$ cat src/rtl/universal_shift.sv
// Universal shift/rotate register: parallel load, then a multi-cycle
// shift of 'amount' single-bit steps in one of five modes.
module universal_shift #(
  parameter int WIDTH = 8,
  parameter int AMT_W = $clog2(WIDTH)
) (
  input  logic             clk,
  input  logic             rst,
  input  logic             load,
  input  logic [WIDTH-1:0] din,
  input  logic             start,
  input  logic [2:0]       mode,
  input  logic [AMT_W-1:0] amount,
  input  logic             ser_in,
  output logic [WIDTH-1:0] dout,
  output logic             ser_out,
  output logic             busy,
  output logic             done
);

  typedef enum logic {
    IDLE  = 1'b0,
    SHIFT = 1'b1
  } state_t;

  localparam logic [2:0] MODE_LSL = 3'd0;
  localparam logic [2:0] MODE_LSR = 3'd1;
  localparam logic [2:0] MODE_ASR = 3'd2;
  localparam logic [2:0] MODE_ROL = 3'd3;
  localparam logic [2:0] MODE_ROR = 3'd4;

  state_t           state, state_nxt;
  logic [AMT_W-1:0] cnt, cnt_nxt;
  logic [2:0]       mode_q, mode_nxt;
  logic [WIDTH-1:0] dout_nxt, step_dout;
  logic             ser_out_nxt, step_so, done_nxt;

  // One step of the latched operation; reserved codes leave everything held.
  always_comb begin
    step_dout = dout;
    step_so   = ser_out;
    case (mode_q)
      MODE_LSL: begin
        step_dout = {dout[WIDTH-2:0], ser_in};
        step_so   = dout[WIDTH-1];
      end
      MODE_LSR: begin
        step_dout = {ser_in, dout[WIDTH-1:1]};
        step_so   = dout[0];
      end
      MODE_ASR: begin
        step_dout = {dout[WIDTH-1], dout[WIDTH-1:1]};
        step_so   = dout[0];
      end
      MODE_ROL: begin
        step_dout = {dout[WIDTH-2:0], dout[WIDTH-1]};
        step_so   = dout[WIDTH-1];
      end
      MODE_ROR: begin
        step_dout = {dout[0], dout[WIDTH-1:1]};
        step_so   = dout[0];
      end
      default: begin
        step_dout = dout;
        step_so   = ser_out;
      end
    endcase
  end

  // Next-state logic; load outranks start and also aborts a running shift.
  always_comb begin
    state_nxt   = state;
    cnt_nxt     = cnt;
    mode_nxt    = mode_q;
    dout_nxt    = dout;
    ser_out_nxt = ser_out;
    done_nxt    = 1'b0;
    if (load) begin
      dout_nxt    = din;
      ser_out_nxt = 1'b0;
      state_nxt   = IDLE;
      cnt_nxt     = '0;
    end else begin
      case (state)
        IDLE: begin
          if (start) begin
            if (amount == '0) begin
              done_nxt = 1'b1;
            end else begin
              mode_nxt  = mode;
              cnt_nxt   = amount;
              state_nxt = SHIFT;
            end
          end
        end
        SHIFT: begin
          dout_nxt    = step_dout;
          ser_out_nxt = step_so;
          cnt_nxt     = cnt - AMT_W'(1);
          if (cnt == AMT_W'(1)) begin
            state_nxt = IDLE;
            done_nxt  = 1'b1;
          end
        end
        default: state_nxt = IDLE;
      endcase
    end
  end

  always_ff @(posedge clk) begin
    if (rst) begin
      state   <= IDLE;
      cnt     <= '0;
      mode_q  <= '0;
      dout    <= '0;
      ser_out <= 1'b0;
      done    <= 1'b0;
    end else begin
      state   <= state_nxt;
      cnt     <= cnt_nxt;
      mode_q  <= mode_nxt;
      dout    <= dout_nxt;
      ser_out <= ser_out_nxt;
      done    <= done_nxt;
    end
  end

  assign busy = (state == SHIFT);

endmodule

$ cat config.mk
export PLATFORM = sky130hd
export DESIGN_NAME = universal_shift
export DESIGN_NICKNAME = d
export VERILOG_FILES = /design/src/rtl/universal_shift.sv
export SDC_FILE = /design/constraint.sdc
export NUM_CORES = 1
export LEC_CHECK = 0
export ABC_AREA = 1
export BUFFER_PORTS_ARGS = -buffer_cell sky130_fd_sc_hd__buf_2
export CORE_ASPECT_RATIO = 0.7
export CORE_UTILIZATION = 25
export DETAILED_ROUTE_END_ITERATION = 12
export PLACE_DENSITY = 0.44
export RECOVER_POWER = 50
export SLEW_MARGIN = 20
export SYNTH_ARGS = -nofsm -noshare
export SYNTH_HDL_FRONTEND = slang
export SYNTH_SLANG_ARGS = --single-unit
$ cat constraint.sdc
create_clock -name clk -period 1.7 [get_ports clk]
set_input_delay 0.17 -clock clk [delete_from_list [all_inputs] [get_ports clk]]
set_output_delay 0.17 -clock clk [all_outputs]
set_load 0.02 [all_outputs]
Yosys cells after proc, flatten, opt, wreduce, memory -nomap -nowiden
Cells that the tools add are included.
- bits in registers: 17
- logic and storage cells: 48
- input port bits: 19
- output and inout port bits: 11
- muxes and demuxes: 15
- bitwise gates (word level): 3
- reduce and logical (&&, ||, !) cells: 14
- equality and inequality tests: 8
- add/sub/neg operators: 1
- operator list (cell ; count):
    8-bit case mux with 5 select lines ; 1
    8-bit 2-to-1 mux ; 2
    3-bit by 1-bit == test with 1-bit output (second input constant) ; 2
    3-bit by 2-bit == test with 1-bit output (second input constant) ; 2
    3-bit logical NOT ; 2
    1-bit 2-to-1 mux ; 6
    3-bit 2-to-1 mux ; 2
    2-bit inequality test (second input constant) ; 3
    1-bit case mux with 2 select lines ; 3
    3-bit case mux with 2 select lines ; 1
    2-bit AND reduction ; 3
    6-bit nonzero test ; 1
    5-bit nonzero test ; 1
    4-bit AND reduction ; 1
    2-bit nonzero test ; 2
    2-bit OR reduction ; 2
    3-bit == test (second input constant) ; 1
    1-bit inverter ; 3
    3-bit AND reduction ; 1
    3-bit OR reduction ; 1
    3-bit by 1-bit subtractor with 3-bit output (second input constant) ; 1

Logic depth before layout (Yosys ltp)
Gate-level depths: netlist of run 1.
- depth after elaboration: 4
- mapped depth: 9
- gate-level depth less buffers: 9

Worst setup path before layout of run 1
Ideal clock, no wire load.
- path type: register to register
- start point: register mode_q[0]
- end point: register dout[6]
- required time: 1.581 ns
- library setup time: 0.119 ns
- buffers on the path: 0
- stages on the path, launching flop included: 9
- clock period less this slack: 1.112 ns
- slack: 0.588 ns
- data arrival time: 0.992 ns
- path through: dfxtp_1 -> inv_2 -> nand2_2 -> nand2_2 -> nand2_2 -> nand2_4 -> clkinv_2 -> a21oi_1 -> a21oi_1
- longest elaborated chain between the ends: 4
- elaborated cells between the ends (all ways): 10
- those cells by class: eq/ne (4); mux (3); reduce/logical (3)
- ends and longest elaborated chain (what ; RTL line ; RTL):
    from (decl) ; 34 ; logic [2:0] mode_q, mode_nxt;
    from (signal assigned) ; 121 ; mode_q <= mode_nxt;
    3-bit == test (tied with other cells) ; 42 ; case (mode_q)
    8-bit case mux with 5 select lines ; 42 ;
    8-bit 2-to-1 mux ; 84 ; case (state)
    8-bit 2-to-1 mux ; 78 ; if (load) begin
    to (signal assigned) ; 122 ; dout <= dout_nxt;
    to (decl) ; 15 ; output logic [WIDTH-1:0] dout,
Several ways; a longest one is shown, not always the timed one. The select of a mux whose other input is x is not followed.
A chain may end at the register's enable or synchronous reset.

Final worst setup path of run 1
- start point: register mode_q[2]
- end point: register dout[2]
The elaborated chain is that of the path after synthesis.

==> impl_metrics.ini, run 1 <==
[worst_setup_path]
critPathRequiredTime_ps = 1890
worstSetupEndpointType = register
r2r_cells = 7
crit_top_cell = nand2_1
cp_slowest_cell = dfxtp_1
timing.rr.start = mode_q[2]
cpPeakStageDelay_ps = 350
startpoint = mode_q[2]
crit_fanout = 9
critPathLaunchType = register
path_cells = inv_1 -> nand3_2 -> nand3_4 -> nand2_1 -> nand2_1 -> nand2_1 -> a21oi_1
crit_arrival_ps = 1510
crit_type = reg -> reg

[power]
p_per_area_nw_per_um2 = 813
p_leak_nw = 0.587
totalPowerFinal_mw = 1.01
peakVddDrop_mv = 0.253

[run]
maxCapViolations = 0

[final_layout]
antenna_cells = 0
regArea_um2 = 340
nNetsFinal = 214
area.growth.synth_to_final_pct = 22.1
nFillCells = 452
final_util = 0.318
final_cells = 244
multiInputGateArea_um2 = 603
drive_gt1_frac = 0.167

[detailed_routing]
num_vias = 1108
wire_per_inst_um = 11.5
viasPerCell = 4.54
drt-total-wl_um = 2810
drcViolationCount = 0
ant_nets = 0
drtPass1Iterations = 4
drt_first_iter_violations = 76

[synthesis]
synth_nets = 182
syn_area_per_cell_um2 = 6.34
yosysUniqueCellTypes = 21
yosysSeqAreaShare = 0.333
yosysWarnings = 0
ys_seq_elements = 17
synth_area_um2 = 1020
synth_cells = 161

[global_route]
grt_use_total = 0.140
grt_pass1_vias = 1004
grt_max_degree = 12
globalRouteOverflowTotal = 0
grt_pass1_wl_um = 4760
antenna_found_initial = 0

[hold_path]
hold_path_depth = 2
hold_path.class = in -> reg
hold_start = rst

[sta]
finalSetupViolCount = 0
period_minus_slack_ps = 1320
relSlewSlack = 0.736
fin_worst_skew_ps = 0.897
worst_slew_pin_slew_ps = 395
rsz0062_at_grt = false
hold_viol_final = 0
finalMaxSlewViolations = 0
period_share = 0.776
timing.final.ws_setup_ps = 382
finalSetupTns_ps = 0
fmax_ghz = 0.759

[die]
rows = 19
start_util = 0.260
die_area_um2 = 4350
io_pins = 30
fp.dieW_um = 78.4
core_um2 = 3920
die_height_um = 55.5

[clock_tree]
cts_tree = built
htreeDepth = 1
cts_buffers = 3
cts_root_buffer = clkbuf_8
path_clk_slew_ps = 70
clock_latency_ps = 260
cts_sinks = 17
cts_hold_buf = 0
cts_resized = 0
clock_path_buffers = 2
post_cts_buffers = 0

[placement]
post-place-cells = 240
hpwl_um = 2080
place.gp.congestion = 0.822
numPortBuffers = 29
dp_slack_ps = 384

[run_status]
status = finished, final reports clean
## logic make-up after synthesis
group | Yosys count | synth area share
fa+ha+maj | 2 | 0.0245
flops | 17 | 0.333
buf+inv | 18 | 0.0760
simple gates | 97 | 0.433
compound gates | 27 | 0.134
## through the flow
stage                     instance area (um2)  hold slack (ps)
after floorplan                          1020              239
after detailed placement                 1210              375
after global routing                     1250             92.9
after CTS                                1260             99.7
after global placement                   1210              373
final                                    1250              106
## area by class of cell
| type | instances | share of cell area |
|---|---|---|
| multi-input cells | 126 | 0.484 |
| well taps | 52 | 0.0522 |
| flip-flops and latches | 17 | 0.273 |
| repair buffers | 29 | 0.105 |
| inverters | 16 | 0.0492 |
| clock buffers | 4 | 0.0361 |
## flip-flops by register name (all words and copies together) (netlist names)
signal,cells
done,1
mode_q,3
busy,1
cnt,3
dout,8
ser_out,1
## cell usage after synthesis
master,number,area (um2)
inv_2,2,7.51
or2_2,1,6.26
ha_1,2,25.0
inv_1,13,48.8
a31oi_1,1,6.26
buf_6,1,11.3
clkinv_2,1,5.00
nand2_4,2,22.5
o21ai_0,8,40.0
nand3_2,1,10.0
a21oi_1,18,90.1
nor3b_1,1,7.51
nand2_2,3,18.8
buf_2,1,5.00
nor3_1,1,5.00
nand3_4,1,17.5
dfxtp_1,17,340
nand4_1,2,12.5
nand3_1,18,90.1
nor2_1,16,60.1
nand2_1,51,191
## final timing paths
check,to,slack [ps]
worst max-delay path,dout[2],380
worst min-delay path,dout[7],110
worst max register to register,dout[2],380
worst min register to register,cnt[1],480
## critical path, delay by kind of cell (launching register included)
kind                   cells  cell delay [ps]
AND/OR/NAND/NOR            5              580
flip-flops                 1              350
AO/OA/AOI/OAI              1              130
buffers and inverters      1              190
## report_power, final
part           total, mW  internal [mW]  switching (mW)  leakage, nW
clock network      0.320          0.167           0.153       0.0228
logic              0.237         0.0826           0.154        0.424
registers          0.456          0.424          0.0322        0.140
## cell usage in the layout (no fill, tap or decap)
cell      netlist  routed
nor3b_1         1       1
nor2_1         16      16
nand4_1         2       2
nand2_1        51      51
or2_2           1       1
dfxtp_1        17      17
clkbuf_8        0       3
buf_2           1      18
nand2_2         3       3
inv_1          13      13
nand3_4         1       1
o21ai_0         8       8
clkbuf_1        0      12
nand2_4         2       2
nand3_1        18      18
nand3_2         1       1
ha_1            2       2
inv_2           2       2
a21oi_1        18      18
clkinv_2        1       1
nor3_1          1       1
a31oi_1         1       1
## metal layers
layer  GRT usage  routed length, um  vias to the layer above
li1            -                  -                      586
met1       0.209               1500                      488
met2       0.193               1100                       32
met3      0.0397                192                        2
met4      0.0397                 19                        0
met5           0                  0                        -
Power figures use the tool's default switching activity.
==> run 2: changes to the inputs <==
Settings changed: PLACE_DENSITY 0.44 to 0.45.
Clock period 1.7 ns to 1.1 ns, I/O delays scaled along.
==> impl_metrics.ini, run 2 (synthesis gave the netlist of run 1 again) <==
[sta]
fmax_ghz = 0.826
finalSetupTns_ps = -641
timing.final.ws_setup_ps = -111
period_minus_slack_ps = 1210
rsz0062_at_grt = true
relSlewSlack = 0.793
period_share = 1.10
finalMaxSlewViolations = 0
worst_slew_pin_slew_ps = 309
finalSetupViolCount = 9
fin_worst_skew_ps = 2.36
hold_viol_final = 0

[power]
p_sw_mw = 0.590
internal-power_mw = 1.14
p_per_area_nw_per_um2 = 1100
seqPwrFrac = 0.410
p_leak_nw = 0.752
totalPowerFinal_mw = 1.73
swShare = 0.341
clkPwrFrac = 0.280
pwr-share-comb = 0.310
peakVddDrop_mv = 0.376

[run]
maxCapViolations = 0

[final_layout]
final_util = 0.403
final_cells = 268
nNetsFinal = 238
drive_gt1_frac = 0.417
top_regs = dout: 8 flops, cnt: 3 flops, mode_q: 3 flops
largest_reg_flops = 8
final_cell_mix = nand2_1, buf_2, buf_4
antenna_cells = 0
multiInputGateArea_um2 = 722
regArea_um2 = 353
area.growth.synth_to_final_pct = 54.7
layout_commonest_cell = nand2_1
largest-register = dout
nFillCells = 430
finish.instance_area_um2 = 1580

[global_route]
globalRouteOverflowTotal = 0
grt_max_degree = 11
grt_pass1_vias = 1104
grt_use_total = 0.148
antenna_found_initial = 0
grt_pass1_wl_um = 5080

[clock_tree]
path_clk_slew_ps = 70
htreeDepth = 1
cts_buffers = 3
cts_root_buffer = clkbuf_8
clock_path_buffers = 2
cts_sinks = 17
cts_tree = built
cts_hold_buf = 0
clock_latency_ps = 260

[die]
start_util = 0.260
die_area_um2 = 4350
die_height_um = 55.5
io_pins = 30
rows = 19
core_um2 = 3920
fp.dieW_um = 78.4

[run_status]
violations = negative setup slack
status = finished, violations left

[hold_path]
worstHoldEndpoint = dout[7]
hold_start = rst
hold_path_depth = 2
hold_path.class = in -> reg

[worst_setup_path]
startpoint = mode_q[0]
crit_fanout = 7
r2r-end = dout[5]
timing.rr.start = mode_q[0]
crit_type = reg -> reg
worstSetupEndpointType = register
critPathRequiredTime_ps = 1250
r2r_cells = 7
critPathLaunchType = register
ff2ff_setup_slack_ps = -110
crit_arrival_ps = 1360

[detailed_routing]
drt_first_iter_violations = 88
drtPass1Iterations = 4
ant_nets = 0
num_vias = 1238
drcViolationCount = 0
viasPerCell = 4.62
wire_per_inst_um = 11.6
drt-total-wl_um = 3110

[placement]
postPlaceCellArea_um2 = 1330
numPortBuffers = 29
place.gp.congestion = 0.848
post-place-cells = 254
hpwl_um = 2160
run 2: power groups by stage:
stage / clock network [mW] / registers, mW / logic [mW]
2_1_floorplan: 0 / 0.740 / 0.232
3_3_place_gp: 0 / 0.716 / 0.424
3_5_place_dp: 0 / 0.715 / 0.422
4_1_cts: 0.500 / 0.702 / 0.470
5_1_grt: 0.531 / 0.714 / 0.595
6_report: 0.486 / 0.710 / 0.537
run 2: worst max-delay path by stage:
| stage | endpoint |
|---|---|
| finish | dout[5] |
| global route | dout[5] |
| CTS | dout[4] |
| detailed placement | dout[4] |
| global placement | dout[0] |
| floorplan | dout[0] |
run 2: per-layer routing:
layer	vias to the layer above	global-route usage	routed length (um)
met5	-	0	0
met4	0	0.0317	13
met3	2	0.0380	174
met2	35	0.222	1410
met1	562	0.211	1510
li1	639	-	-
run 2: final cells by class:
class / instances / share of cell area
sequential: 17 / 0.223
timing repair buffer: 52 / 0.204
inverter: 16 / 0.0460
tap: 52 / 0.0412
clock buffer: 4 / 0.0285
multi-input combinational: 127 / 0.457
run 2: repair_timing:
item                                    4_1_cts  5_1_grt
endpoints found under the setup margin       10       15
gates resized for setup                      18       28
pin swaps                                     7       16
setup buffers                                 5        4
cloned                                        0        1
run 2: per-stage QoR:
stage	setup WS (ps)	hold slack, ps
detailed placement	-131	320
floorplan	4.16	179
CTS	-56.1	45.6
finish	-111	45.3
global placement	-125	318
global route	-151	45.0
run 2: critical path: stages, from the launching register on:
cell	delay, ps
dfxtp_4	400
inv_4	50
nand2_4	80
nand2_4	80
nand2_4	90
nand2_4	90
o21ai_0	250
a21oi_2	40
